## config.mk

```make
export PLATFORM = sky130hd
export DESIGN_NAME = coder_scheduler
export DESIGN_NICKNAME = d
export VERILOG_FILES = /design/src/rtl/coder_scheduler.sv
export SDC_FILE = /design/constraint.sdc
export NUM_CORES = 1
export LEC_CHECK = 0
export CORE_MARGIN = 5
export CORE_UTILIZATION = 65
export DETAILED_ROUTE_END_ITERATION = 12
export DONT_BUFFER_PORTS = 1
export PLACE_DENSITY = 0.81
export SLEW_MARGIN = 10
export SYNTH_ARGS = -nofsm -noshare
export SYNTH_HDL_FRONTEND = slang
export SYNTH_SLANG_ARGS = --single-unit
```

## constraint.sdc

```tcl
create_clock -name clk -period 2.71 [get_ports clk]
set_input_delay 0.542 -clock clk [delete_from_list [all_inputs] [get_ports clk]]
set_output_delay 0.542 -clock clk [all_outputs]
set_load 0.1 [all_outputs]
```

## src/rtl/coder_scheduler.sv

```systemverilog
// coder_scheduler
//   Shares a single external coder between two 12-bit request channels (A and B).
//   A granted word is driven to the coder, coder_en is held for SETTLE_CYCLES
//   cycles, and then the 24-bit coder output is captured and presented on a
//   result handshake tagged with the originating channel.
//
// Ports
//   clk        : single clock, rising-edge active
//   rst_n      : asynchronous active-low reset
//   a_valid/a_data/a_ready : channel A request handshake (a_ready is a combinational grant)
//   b_valid/b_data/b_ready : channel B request handshake (b_ready is a combinational grant)
//   coder_in   : word presented to the shared coder
//   coder_en   : coder enable, high while the coder is settling
//   coder_out  : coder result
//   out_valid/out_data/out_ch/out_ready : result handshake (out_ch 0=A, 1=B)
//   busy       : high whenever the scheduler is not idle
module coder_scheduler #(
    parameter int unsigned SETTLE_CYCLES = 2
) (
    input  logic        clk,
    input  logic        rst_n,
    input  logic        a_valid,
    input  logic [11:0] a_data,
    output logic        a_ready,
    input  logic        b_valid,
    input  logic [11:0] b_data,
    output logic        b_ready,
    output logic [11:0] coder_in,
    output logic        coder_en,
    input  logic [23:0] coder_out,
    output logic        out_valid,
    output logic [23:0] out_data,
    output logic        out_ch,
    input  logic        out_ready,
    output logic        busy
);

    localparam logic [1:0] ST_IDLE = 2'd0;
    localparam logic [1:0] ST_WAIT = 2'd1;
    localparam logic [1:0] ST_HOLD = 2'd2;

    localparam logic [3:0] SETTLE_LD = 4'(SETTLE_CYCLES);

    // last_grant_r: 1'b0 = A was granted last, 1'b1 = B was granted last
    logic [1:0]  state_r;
    logic [3:0]  cnt_r;
    logic        last_grant_r;
    logic [11:0] coder_in_r;
    logic        coder_en_r;
    logic        out_valid_r;
    logic [23:0] out_data_r;
    logic        out_ch_r;
    logic        busy_r;

    logic        grant_a_s;
    logic        grant_b_s;

    // Round-robin grant, only offered while idle; on a tie the channel not granted last wins
    always_comb begin
        grant_a_s = 1'b0;
        grant_b_s = 1'b0;
        if (state_r == ST_IDLE) begin
            if (a_valid && b_valid) begin
                if (last_grant_r) begin
                    grant_a_s = 1'b1;
                end else begin
                    grant_b_s = 1'b1;
                end
            end else if (a_valid) begin
                grant_a_s = 1'b1;
            end else if (b_valid) begin
                grant_b_s = 1'b1;
            end else begin
                grant_a_s = 1'b0;
                grant_b_s = 1'b0;
            end
        end else begin
            grant_a_s = 1'b0;
            grant_b_s = 1'b0;
        end
    end

    // Scheduler FSM: accept a request, let the coder settle, hold the result until taken
    always_ff @(posedge clk or negedge rst_n) begin
        if (!rst_n) begin
            state_r      <= ST_IDLE;
            cnt_r        <= 4'd0;
            last_grant_r <= 1'b1;
            coder_in_r   <= 12'd0;
            coder_en_r   <= 1'b0;
            out_valid_r  <= 1'b0;
            out_data_r   <= 24'd0;
            out_ch_r     <= 1'b0;
            busy_r       <= 1'b0;
        end else begin
            case (state_r)
                ST_IDLE: begin
                    if (grant_a_s || grant_b_s) begin
                        coder_in_r   <= grant_b_s ? b_data : a_data;
                        out_ch_r     <= grant_b_s;
                        last_grant_r <= grant_b_s;
                        cnt_r        <= SETTLE_LD;
                        coder_en_r   <= 1'b1;
                        busy_r       <= 1'b1;
                        state_r      <= ST_WAIT;
                    end
                end
                ST_WAIT: begin
                    cnt_r <= cnt_r - 4'd1;
                    // Last settle cycle: coder output is valid on this edge
                    if (cnt_r == 4'd1) begin
                        out_data_r  <= coder_out;
                        out_valid_r <= 1'b1;
                        coder_en_r  <= 1'b0;
                        state_r     <= ST_HOLD;
                    end
                end
                ST_HOLD: begin
                    if (out_ready) begin
                        out_valid_r <= 1'b0;
                        busy_r      <= 1'b0;
                        state_r     <= ST_IDLE;
                    end
                end
                default: begin
                    // Unreachable encoding: recover to a clean idle without emitting a result
                    state_r     <= ST_IDLE;
                    cnt_r       <= 4'd0;
                    coder_en_r  <= 1'b0;
                    out_valid_r <= 1'b0;
                    busy_r      <= 1'b0;
                end
            endcase
        end
    end

    assign a_ready   = grant_a_s;
    assign b_ready   = grant_b_s;
    assign coder_in  = coder_in_r;
    assign coder_en  = coder_en_r;
    assign out_valid = out_valid_r;
    assign out_data  = out_data_r;
    assign out_ch    = out_ch_r;
    assign busy      = busy_r;

endmodule

```

==> reports/qor.tcl <==
set qor(path_buf_inv) 1
set qor(crit_path_end_kind) {output port}
set qor(setup_viol) 0
set qor(rows) 20
set qor(yosysTopAreaCell) {sky130_fd_sc_hd__dfrtp_1}
set qor(number_of_buffers_on_the_longest_clock_path) 2
set qor(die_width_um) 65.3
set qor(cpLargestDelayFamily) {flip-flops}
set qor(crit_path_max_incr_delay_ns) 0.53
set qor(number_of_storage_elements_in_the_synthesis_netlist) 47
set qor(slew_headroom_pct) 37.6
set qor(post_synth_num_cell_types) 31
set qor(syn_area_sq_um) 1990
set qor(synth_common_cells) {sky130_fd_sc_hd__dfrtp_1, sky130_fd_sc_hd__mux2_2, sky130_fd_sc_hd__a221o_1, sky130_fd_sc_hd__and3_1}
set qor(flow.area_growth_from_synthesis_pct) 5.59
set qor(worstSetupStartpointType) {flip-flop}
set qor(cts_buffers) 5
set qor(synth.area.top_cells) {sky130_fd_sc_hd__dfrtp_1, sky130_fd_sc_hd__mux2_2, sky130_fd_sc_hd__a221o_1}
set qor(cts_resized) 0
set qor(drc) 0
set qor(worst_skew_pair.late_latency_ns) 0.35
set qor(min-delay-path-class) {primary input to flip-flop}
set qor(finalSetupTns_ns) 0
set qor(count_of_maximum_capacitance_violations) 0
set qor(asyncSetResetFlopFracSynth_pct) 100
set qor(path_max_fanout) 14
set qor(crit_start) {state_r[0]$_DFFE_PN0P_}
set qor(final-hold-violation-count) 0
set qor(post-synth-top-count-cell) {sky130_fd_sc_hd__dfrtp_1}
set qor(synth.top_cell.area_share_pct) 57.8
set qor(cts.reportedPaths.clkPinSlew_ns) 0.14
set qor(post_drt_wl_per_cell_um) 22.2
set qor(worst-endpoint-arrival_ns) 1.83
set qor(dr.pass1.iters) 4
set qor(synth_ff_type) {sky130_fd_sc_hd__dfrtp_1}
set qor(core_footprint_sq_um) 3000
set qor(global_route.overflow_total) 0
set qor(critical_path_class) {flip-flop to output port}
set qor(worst-endpoint-required_ns) 2.17
set qor(timing.critical_path.slowest_stage_cell) {sky130_fd_sc_hd__dfrtp_1}
set qor(cts.htree.levels) 2
set qor(final_period_minus_worst_setup_slack_ns) 2.37
set qor(postLayoutCoreUtil_pct) 70.0
set qor(nets) 200
set qor(regToRegStartpoint) {cnt_r[1]$_DFFE_PN0P_}
set qor(final-max-slew-violation-count) 0
set qor(grt_first_pass_wirelength_um) 6380
set qor(detail_route.iter0.violations) 49
set qor(viasPerCell) 6.47
set qor(layout-drive-gt1-share_pct) 31.5
set qor(drt-total-wl_um) 3970
set qor(grt_setup_unrepaired) {no}
set qor(synth.avg_cell_area_sq_um) 14.3
set qor(netlist_instances) 139
set qor(yosys_warnings) 0
set qor(clock-skew-final_ns) 0.0135
set qor(height_of_the_chip_um) 65.3
set qor(grt_pass1_vias) 1249
set qor(grtUsageTotal_pct) 19.7
set qor(gp_routability_congestion) 0.784
set qor(grt_antenna_before_repair) 0
set qor(initial_utilization_pct) 66.3
set qor(status) {complete, no violations}
set qor(path_cells) {or3b_4, a21oi_4, buf_4}
set qor(dr_total_vias) 1159
set qor(top_level_ports) 95
set qor(max_slew.worst_pin.slew_ns) 0.935
set qor(clock_tree_from_tritoncts) {yes}
set qor(post_synth_net_total) 194
set qor(antennaDiodeCount) 0
set qor(cts_root_buffer) {sky130_fd_sc_hd__clkbuf_4}
set qor(post-route-period-util_pct) 87.4
set qor(achievable-frequency_ghz) 0.422
set qor(place_hpwl_um) 2970
set qor(cts.sink_count) 47
set qor(synth.yosys.seq_area_share_pct) 59.1
set qor(postRouteAntennaNets) 0
set qor(die_area_sq_um) 4270
set qor(io_buffer_count) 0
set qor(timing.reg2reg.setup_slack_ns) 0.91
set qor(synth-edff-count) 0
set qor(hp-start) {coder_out[5]}
set qor(grt_start_max_net_pins) 48
[sequential cells by signal, summed over array words and instances (netlist names)]
name,flops
busy,1
state_r,2
out_valid,1
out_data,24
coder_en,1
out_ch,1
last_grant_r,1
cnt_r,4
coder_in,12
[logic make-up after synthesis]
kind of cell,count (synthesis),share of synthesized area [%]
buffers and inverters,10,3.46
AO/OA/AOI/OAI,25,11.7
multiplexers,25,14.3
XOR/XNOR,2,0.880
adder cells (fa/ha/maj),2,1.26
flip-flops,47,59.1
AND/OR/NAND/NOR,28,9.30
[routing by layer]
layer	part of all wire (%)	track usage, %
met5	0	0
met2	53	34.6
met3	13	12.0
met4	0.88	4.40
met1	33	19.7
[worst register-to-register path: stages, from the launching register on]
cell and delay, ns:
sky130_fd_sc_hd__dfrtp_1 0.41, sky130_fd_sc_hd__inv_1 0.10, sky130_fd_sc_hd__ha_1 0.14, sky130_fd_sc_hd__nor3b_2 0.30, sky130_fd_sc_hd__nand3b_4 0.34, sky130_fd_sc_hd__mux2_4 0.41
[worst paths after layout]
check,endpoint,cells past startpoint
max,b_ready,3
min,out_data[5]$_DFFE_PN0P_,1
max reg2reg,out_data[22]$_DFFE_PN0P_,5
min reg2reg,last_grant_r$_DFFE_PN1P_,1
max in group asynchronous,last_grant_r$_DFFE_PN1P_,2
min in group asynchronous,coder_in[7]$_DFFE_PN0P_,2
[area by class of cell]
| type | count | area, sq um |
|---|---|---|
| repair buffers | 6 | 67.6 |
| clock buffers | 5 | 37.5 |
| well taps | 33 | 41.3 |
| clock inverters | 3 | 22.5 |
| multi-input cells | 82 | 744 |
| fillers | 219 | 901 |
| inverters | 3 | 11.3 |
| flip-flops and latches | 47 | 1180 |
[through the flow]
stage,area (sq um),setup WS (ns),std cells,hold slack [ns]
detailed placement,2000,0.743,169,0.248
global placement,2000,0.766,169,0.248
floorplan,1990,0.361,139,0.246
global route,2100,0.229,179,0.274
finish,2100,0.341,179,0.322
CTS,2100,0.310,179,0.300
[cells in the final DEF, fill, tap and decap left out, types with 2 or more instances in the layout]
cell type                    n
sky130_fd_sc_hd__dfrtp_1    46
sky130_fd_sc_hd__mux2_2     23
sky130_fd_sc_hd__and3_1     12
sky130_fd_sc_hd__a221o_1    12
sky130_fd_sc_hd__clkbuf_4    5
sky130_fd_sc_hd__nor2_1      4
sky130_fd_sc_hd__nand2_1     4
sky130_fd_sc_hd__buf_4       4
sky130_fd_sc_hd__inv_1       3
sky130_fd_sc_hd__o21ai_0     3
sky130_fd_sc_hd__nand2b_1    2
sky130_fd_sc_hd__nor3b_2     2
sky130_fd_sc_hd__xnor2_1     2
sky130_fd_sc_hd__o2bb2ai_1   2
sky130_fd_sc_hd__ha_1        2
sky130_fd_sc_hd__inv_6       2
[timing repair]
item | in CTS | in global routing
hold endpoints to repair | 47 | 0
hold buffers | 2 | 0
setup buffers | 0 | 0
Power is left out: the tool's default activity adds up to more than one toggle a clock period on the data nets, which glitch-free logic cannot reach.
